--- src/rtl/l15_req_arbiter.sv ---
// -----------------------------------------------------------------------------
// l15_req_arbiter
//
// Shares one L1.5 transducer interface between two requesters.
//   * Request channel: round-robin grant with per-requester outstanding
//     credits. A grant is registered in IDLE and driven in BUSY, so each
//     granted request costs at least two cycles.
//   * Requests are tagged with the requester index on threadid; responses
//     are routed back by that tag.
//   * Invalidations are broadcast to both requesters. The upstream ack is
//     returned only after both requesters have acked.
//
// Ports:
//   clk, rst_n                     clock, asynchronous active-low reset
//   rN_val/rqtype/nc/size/
//     address/data                 requester N request (held until rN_ack)
//   rN_ack                         requester N request accepted by L1.5
//   rN_rsp_val / rN_rsp_ack        requester N response handshake
//   rsp_returntype, rsp_data_0/1   shared response payload (pass-through)
//   transducer_l15_*               request to L1.5 (threadid = grant index)
//   l15_transducer_ack             L1.5 accepted the request
//   l15_transducer_val/returntype/
//     threadid/data_0/data_1       response from L1.5
//   transducer_l15_req_ack         response consumed
// -----------------------------------------------------------------------------
module l15_req_arbiter #(
  parameter int         MAX_OUT   = 2,
  parameter logic [3:0] INV_RTYPE = 4'b0011
) (
  input  logic        clk,
  input  logic        rst_n,

  input  logic        r0_val,
  input  logic [4:0]  r0_rqtype,
  input  logic        r0_nc,
  input  logic [2:0]  r0_size,
  input  logic [39:0] r0_address,
  input  logic [63:0] r0_data,
  output logic        r0_ack,
  output logic        r0_rsp_val,
  input  logic        r0_rsp_ack,

  input  logic        r1_val,
  input  logic [4:0]  r1_rqtype,
  input  logic        r1_nc,
  input  logic [2:0]  r1_size,
  input  logic [39:0] r1_address,
  input  logic [63:0] r1_data,
  output logic        r1_ack,
  output logic        r1_rsp_val,
  input  logic        r1_rsp_ack,

  output logic [3:0]  rsp_returntype,
  output logic [63:0] rsp_data_0,
  output logic [63:0] rsp_data_1,

  output logic        transducer_l15_val,
  output logic [4:0]  transducer_l15_rqtype,
  output logic        transducer_l15_nc,
  output logic [2:0]  transducer_l15_size,
  output logic [39:0] transducer_l15_address,
  output logic [63:0] transducer_l15_data,
  output logic        transducer_l15_threadid,
  input  logic        l15_transducer_ack,

  input  logic        l15_transducer_val,
  input  logic [3:0]  l15_transducer_returntype,
  input  logic        l15_transducer_threadid,
  input  logic [63:0] l15_transducer_data_0,
  input  logic [63:0] l15_transducer_data_1,
  output logic        transducer_l15_req_ack
);

  typedef enum logic {
    IDLE = 1'b0,
    BUSY = 1'b1
  } state_t;

  localparam logic [1:0] MAX_OUT_C = 2'(MAX_OUT);

  state_t     state, state_nxt;
  logic       gnt, gnt_nxt;
  logic       rr, rr_nxt;
  logic [1:0] cnt0, cnt1;
  logic [1:0] cnt0_nxt, cnt1_nxt;
  logic [1:0] inv_got, inv_got_nxt;

  logic       elig0, elig1;
  logic       rgnt_val;
  logic       inc0, inc1;
  logic       dec0, dec1;
  logic       rsp_live;
  logic       is_inv;
  logic [1:0] inv_all;

  // Credit update: increment on grant-ack, decrement on response consume.
  // Both together cancel; a decrement at zero is dropped.
  function automatic logic [1:0] cnt_update(input logic [1:0] cnt,
                                            input logic       inc,
                                            input logic       dec);
    logic dec_ok;
    dec_ok = dec && (cnt != 2'd0);
    case ({inc, dec_ok})
      2'b10:   cnt_update = cnt + 2'd1;
      2'b01:   cnt_update = cnt - 2'd1;
      default: cnt_update = cnt;
    endcase
  endfunction

  assign elig0    = r0_val && (cnt0 < MAX_OUT_C);
  assign elig1    = r1_val && (cnt1 < MAX_OUT_C);
  assign rgnt_val = gnt ? r1_val : r0_val;

  // Payload mux follows the registered grant; only qualified by val in BUSY.
  assign transducer_l15_rqtype   = gnt ? r1_rqtype  : r0_rqtype;
  assign transducer_l15_nc       = gnt ? r1_nc      : r0_nc;
  assign transducer_l15_size     = gnt ? r1_size    : r0_size;
  assign transducer_l15_address  = gnt ? r1_address : r0_address;
  assign transducer_l15_data     = gnt ? r1_data    : r0_data;
  assign transducer_l15_threadid = gnt;

  assign rsp_returntype = l15_transducer_returntype;
  assign rsp_data_0     = l15_transducer_data_0;
  assign rsp_data_1     = l15_transducer_data_1;

  // Request FSM: next state, grant and request-side outputs.
  always_comb begin
    state_nxt          = state;
    gnt_nxt            = gnt;
    rr_nxt             = rr;
    inc0               = 1'b0;
    inc1               = 1'b0;
    r0_ack             = 1'b0;
    r1_ack             = 1'b0;
    transducer_l15_val = 1'b0;
    case (state)
      IDLE: begin
        if (elig0 || elig1) begin
          state_nxt = BUSY;
          gnt_nxt   = (elig0 && elig1) ? rr : elig1;
        end
      end
      BUSY: begin
        transducer_l15_val = rgnt_val;
        if (!rgnt_val) begin
          // Requester withdrew before acceptance: abandon without credit.
          state_nxt = IDLE;
        end else if (l15_transducer_ack) begin
          r0_ack    = ~gnt;
          r1_ack    = gnt;
          inc0      = ~gnt;
          inc1      = gnt;
          rr_nxt    = ~gnt;
          state_nxt = IDLE;
        end
      end
      default: state_nxt = IDLE;
    endcase
  end

  // Response routing. Gated by rst_n so outputs drop as soon as reset asserts.
  assign rsp_live = l15_transducer_val && rst_n;
  assign is_inv   = (l15_transducer_returntype == INV_RTYPE);

  always_comb begin
    r0_rsp_val             = 1'b0;
    r1_rsp_val             = 1'b0;
    transducer_l15_req_ack = 1'b0;
    dec0                   = 1'b0;
    dec1                   = 1'b0;
    inv_all                = inv_got;
    inv_got_nxt            = inv_got;
    if (rsp_live) begin
      if (is_inv) begin
        // Each requester sees valid until it has acked; upstream ack waits
        // for both.
        r0_rsp_val = ~inv_got[0];
        r1_rsp_val = ~inv_got[1];
        inv_all    = inv_got | {r1_rsp_ack & ~inv_got[1],
                                r0_rsp_ack & ~inv_got[0]};
        if (inv_all == 2'b11) begin
          transducer_l15_req_ack = 1'b1;
          inv_got_nxt            = 2'b00;
        end else begin
          inv_got_nxt = inv_all;
        end
      end else if (l15_transducer_threadid) begin
        r1_rsp_val             = 1'b1;
        transducer_l15_req_ack = r1_rsp_ack;
        dec1                   = r1_rsp_ack;
      end else begin
        r0_rsp_val             = 1'b1;
        transducer_l15_req_ack = r0_rsp_ack;
        dec0                   = r0_rsp_ack;
      end
    end
  end

  assign cnt0_nxt = cnt_update(cnt0, inc0, dec0);
  assign cnt1_nxt = cnt_update(cnt1, inc1, dec1);

  // State register boundary
  always_ff @(posedge clk or negedge rst_n) begin
    if (!rst_n) begin
      state   <= IDLE;
      gnt     <= 1'b0;
      rr      <= 1'b0;
      cnt0    <= 2'd0;
      cnt1    <= 2'd0;
      inv_got <= 2'b00;
    end else begin
      state   <= state_nxt;
      gnt     <= gnt_nxt;
      rr      <= rr_nxt;
      cnt0    <= cnt0_nxt;
      cnt1    <= cnt1_nxt;
      inv_got <= inv_got_nxt;
    end
  end

  // A response consumed with no credit outstanding means the L1.5 returned
  // something this arbiter never issued.
  cnt_no_underflow: assert property (@(posedge clk) disable iff (!rst_n)
    !((dec0 && (cnt0 == 2'd0)) || (dec1 && (cnt1 == 2'd0))));

endmodule

--- config.mk ---
export PLATFORM = sky130hd
export DESIGN_NAME = l15_req_arbiter
export DESIGN_NICKNAME = d
export VERILOG_FILES = /design/src/rtl/l15_req_arbiter.sv
export SDC_FILE = /design/constraint.sdc
export NUM_CORES = 1
export LEC_CHECK = 0
export CORE_AREA = 3 3 241 243
export CTS_CLUSTER_DIAMETER = 120
export DETAILED_ROUTE_END_ITERATION = 8
export DIE_AREA = 0 0 244 246
export PLACE_DENSITY_LB_ADDON = 0.2
export SLEW_MARGIN = 20
export SYNTH_ARGS = -nofsm -noshare
export SYNTH_HDL_FRONTEND = slang
export SYNTH_SLANG_ARGS = --single-unit
--- constraint.sdc ---
create_clock -name clk -period 1.9 [get_ports clk]
set_clock_uncertainty 0.1 [all_clocks]
set_input_delay 0.38 -clock clk [delete_from_list [all_inputs] [get_ports clk]]
set_output_delay 0.38 -clock clk [all_outputs]
set_load 0.01 [all_outputs]
# Yosys cells after proc, flatten, opt, wreduce, memory -nomap -nowiden
# Index checks and enable logic that the tools add are counted.
dict set report op_classes {
  n_addsub 4
  n_lt_le_gt_ge 2
  eq_ne 6
  muxes 37
  bitwise_logic 7
  reduce_logical 14
}
# cell count
set op_table {}
lappend op_table {{$mux 64} 1}
lappend op_table {{$mux 40} 1}
lappend op_table {{$mux 1} 29}
lappend op_table {{$pmux 2 s2} 2}
lappend op_table {{$reduce_bool 2->1} 4}
lappend op_table {{$eq 2x2->1 const B} 3}
lappend op_table {{$logic_and 1x1->1} 6}
lappend op_table {{$mux 5} 1}
lappend op_table {{$add 2x1->2 const B} 2}
lappend op_table {{$eq 2x1->1 const B} 2}
lappend op_table {{$eq 4x2->1 const B} 1}
lappend op_table {{$lt 2x2->1 const B} 2}
lappend op_table {{$not 1->1} 4}
lappend op_table {{$reduce_and 2->1} 2}
lappend op_table {{$sub 2x1->2 const B} 2}
lappend op_table {{$mux 3} 1}
lappend op_table {{$reduce_and 3->1} 1}
lappend op_table {{$and 1x1->1} 2}
lappend op_table {{$mux 2} 1}
lappend op_table {{$or 2x2->2} 1}
lappend op_table {{$pmux 1 s2} 1}
lappend op_table {{$logic_or 1x1->1} 1}
dict set report totals {
  regBits 9
  output_inout_bits 252
}

# Logic depth before layout (Yosys ltp)
dict set report logic_depth {
  word_depth 7
  depth_mapped 8
}

# Worst setup path after synthesis
# No wires, ideal clock.
dict set report synth_path {
  path_kind {input to register}
  from {in l15_transducer_returntype[2]}
  to {reg cnt0[1]}
  setup_time_ps 80
  t_arrival_ps 1599
  path_slack_ps 121
  stages 6
  path_buffers 0
  path_cell_list {and4bb_4 > or2_4 > nor4b_4 > ha_1 > nor2_1 > xnor2_1}
}
dict set report synth_between {
  elab_chain_cells 6
  elab_cells_between_ends 8
  cone_classes {eq/ne: 3; mux: 3; reduce/logical: 2}
}
# element line
set synth_lines {}
lappend synth_lines {{start, declared} 67} ;# input logic [3:0] l15_transducer_returntype,
lappend synth_lines {{$eq 4x2->1 (*)} 163} ;# assign is_inv = (l15_transducer_returntype == INV_RTYPE);
lappend synth_lines {{$mux 1 (*)} 174} ;# if (is_inv) begin
lappend synth_lines {{$mux 1 (*)} 173} ;# if (rsp_live) begin
lappend synth_lines {{$logic_and 1x1->1 (*)} 102} ;# dec_ok = dec && (cnt != 2'd0);
lappend synth_lines {{$eq 2x1->1 or $eq 2x2->1 (tied branches)} 103} ;# case ({inc, dec_ok})
lappend synth_lines {{$pmux 2 s2 or $reduce_bool 2->1 (tied branches)} --}
lappend synth_lines {{end signal, assigned} 215} ;# cnt0 <= cnt0_nxt;
lappend synth_lines {{end, declared} 84} ;# logic [1:0] cnt0, cnt1;
# Every way passes the cells marked *; elsewhere a longest branch is shown, timed or not.
# A chain may end at the register's enable or synchronous reset.

# Worst setup path after layout
dict set report layout_path {
  from {reg gnt (netlist: transducer_l15_threadid)}
  to {out transducer_l15_data[62]}
}
dict set report layout_between {
  elab_chain_cells 1
}
# element line
set layout_lines {}
lappend layout_lines {{start, declared} 82} ;# logic gnt, gnt_nxt;
lappend layout_lines {{start signal, assigned} 213} ;# gnt <= gnt_nxt;
lappend layout_lines {{$mux 64} 119} ;# assign transducer_l15_data = gnt ? r1_data : r0_data;
lappend layout_lines {{end, declared} 62} ;# output logic [63:0] transducer_l15_data,
# No other way between the ends.

==> summary.txt <==
Status = complete, but fails checks
Failing checks = negative setup slack
Die Area = 0.06002 mm2
DR iter-0 viols = 73
Total global-route track usage = 5.576%
Storage element area = 229.0 um2
Area leader, netlist = buf_4
Max stage delay cell, worst path = dfrtp_4
Max clock buf depth = 2
Hold_ws = 159.6 ps
Period utilization = 111.7%
Core ar. = 0.05617 mm2
RSZ-0062 raised after global routing = true
Share of cells above drive strength 1 = 51.01%
Most common cell after layout, fill and taps aside = clkdlybuf4s50_1
Area post-placement = 0.006877 mm2
Multi-input logic area = 0.001779 mm2
Gr ovfl total = 0
Met2 global-route usage = 8.375%
Initial DRT Pass Iterations = 4
Cts hold-fix bufs = 0
R2R setup slack = 30 ps
Largest net degree at the start of global routing = 16
CP Data Required Time = 1420 ps
Synthesized net count = 683
Die Y = 246 um
Routed Antenna Nets = 0
CTS Sinks = 9
Global placer's final weighted congestion = 0.7696
Clock-pin transition on the worst setup and hold timing paths = 40 ps
Final design area excluding fillers = 0.007129 mm2
Placed cell count = 1320
Setup TNS = -12990 ps
#FFs+latches synth = 9
Die X = 244 um
Initial antenna violation count = 0
Wire per inst = 14.34 um
Final nets = 962
# IOs = 619
Most frequent cells in the layout = 233 x clkdlybuf4s50_1, 80 x mux2_2, 71 x buf_6
First-pass GRT wire length = 25110 um
Mean Syn Cell Area = 9.739 um2
Least-Margin Pin Slew = 253.1 ps
Pwr/cell area = 885.4 mW/mm2
Worst path most repeated cell = buf_4
Root Driver = clkbuf_16
Crit path time final = 2123 ps
Maxcap violations = 0
P&R area growth vs syn = 133.1%
HPWL Detailed = 16670 um
Worst r2r src = transducer_l15_threadid
GRT met1 Usage = 6.503%
GR Layer Usage met3 = 4.364%
Lkg Pwr = 0.002867 uW
Worst-path cell chain = buf_12 -> buf_4 -> buf_4 -> mux2_2 -> buf_2
Fin. Hold Viols = 0
Worst reg2reg path depth = 8
PnR worst setup slack = -222.8 ps
Worst path top cell family by delay = buffers and inverters
Leading post-synthesis cells by cell area = buf_4 32%, mux2_2 32%, mux2_4 13%
YS warnings = 0
Row count = 87
Switch Pwr = 2308 uW
Via-to-Cell Ratio = 2.484
Most Crowded Layer GR = met2
Internal = 4005 uW
Port bufs = 362
Layout Cells excl Fill = 1348
Clk pwr share = 5.9%
Post-Syn Area = 0.003058 mm2
Worst Path Arrival = 1640 ps
CTS H-tree lvls = 1
CP bufs+invs = 4
Final core occ = 12.69%
Reg-to-reg endpoint = cnt0[1]
Hold Path Class = in -> async
Max_slew headroom = 83.13%
Slew Limit Fails = 0
Diodes inserted = 0
Peak supply drop = 0.2803 mV
Startpoint types = flop
Peak Freq = 471.1 MHz
CTS tree = done
Reg power frac = 6.2%
Later-pin clock latency in the skew report = 230 ps
Synth cell types = 29
Final WL = 19330 um
Initial Utilization = 5.444%
# setup viols final = 111
Seq/Total Area, Yosys = 7.365%
CTS Buf Count = 3
Top-area cell type share of the netlist area = 32.41%
Critical Path End Type = primary output
CP peak stage delay = 510 ps
Synth Instances = 314
Critical path class = reg -> out
Via count = 3348
Vias in the first global route = 3546
DRC viols = 0
Layout fillers = 6467
Gate power share = 87.9%
Switching Fraction = 36.56%
Crit Path Max Fanout = 11
==> sequential cells by signal, indices dropped and copies added, names as in the netlist <==
| signal | flops |
|---|---|
| cnt0 | 2 |
| cnt1 | 2 |
| inv_got | 2 |
| rr | 1 |
| state | 1 |
| transducer_l15_threadid | 1 |
==> how the worst max path moves through the flow <==
stage	cells after the start	to	startpoint
floorplan	6	cnt0[1]	l15_transducer_returntype[2]
global placement	5	transducer_l15_req_ack	l15_transducer_returntype[2]
detailed placement	5	transducer_l15_req_ack	l15_transducer_returntype[2]
CTS	5	transducer_l15_address[5]	transducer_l15_threadid
global route	5	transducer_l15_data[62]	transducer_l15_threadid
finish	5	transducer_l15_data[62]	transducer_l15_threadid
==> what timing repair did <==
action                     in CTS  in global routing
gates resized for setup       352                190
cloned                          0                  2
setup endpoints to repair     126                120
pin swaps                       7                  1
buffers inserted               18                  5
==> worst reg2reg max path, cell delays in order (launching register included) <==
cell	delay (ps)
dfrtp_4	510
buf_4	160
buf_12	150
nand4b_4	180
buf_4	160
ha_1	180
xnor2_1	120
nor2_1	130
xnor2_1	120
==> through the flow <==
step                      power, uW  setup slack, ps
after floorplan                2999            120.9
after global placement         5597           -738.0
after detailed placement       5554           -751.7
after CTS                      6033           -357.3
after global routing           6721           -266.3
final                          6312           -222.8
==> cells in the mapped netlist <==
master and n:
o22ai_1 1, nor4b_4 1, xnor2_1 5, and4bb_4 1, nand3_4 1, mux2_4 27, nor2_2 1, dfrtp_1 9
inv_1 6, buf_4 132, buf_2 8, ha_1 2, mux2i_1 2, xor2_1 1, nor2_1 7, or2_4 1
a21oi_1 2, o211ai_1 1, mux2_2 86, nor2b_1 1, nand4_2 1, a41oi_1 3, o21ba_2 2, o32ai_1 1
nand2_1 4, buf_6 5, a211oi_1 1, nand4b_4 1, o2bb2ai_1 1
==> per-layer routing <==
layer | share of wire, % | up-vias
li1 | - | 1507
met1 | 39 | 1471
met2 | 43 | 362
met3 | 18 | 6
met4 | 0.098 | 2
met5 | 0.20 | -
==> cells by family (layout without fill, tap and decap cells) <==
family,after synthesis,in the layout,synth area share (%)
adders and majority gates,2,2,0.8182
AOI/OAI and AO/OA,12,12,3.110
DFF,9,9,7.365
buffers and inverters,151,429,36.29
and+or+nand+nor,19,19,5.115
xor gates and xnor gates,6,6,1.718
muxes,115,115,45.58
==> power groups by stage <==
stage          clock, uW  combinational, uW  sequential (uW)
6_report             375               5550              391
3_5_place_dp           0               5160              391
2_1_floorplan          0               2650              348
5_1_grt              399               5910              409
4_1_cts              384               5260              392
3_3_place_gp           0               5200              392
==> final cells by class <==
| type | instances | area share, % |
|---|---|---|
| repair buffers | 419 | 57.13 |
| multi-input cells | 154 | 24.96 |
| well taps | 756 | 13.27 |
| flip-flops and latches | 9 | 3.212 |
| clock buffers | 3 | 1.053 |
| inverters | 6 | 0.3159 |
| clock inverters | 1 | 0.07020 |
Power figures use the tool's default switching activity.
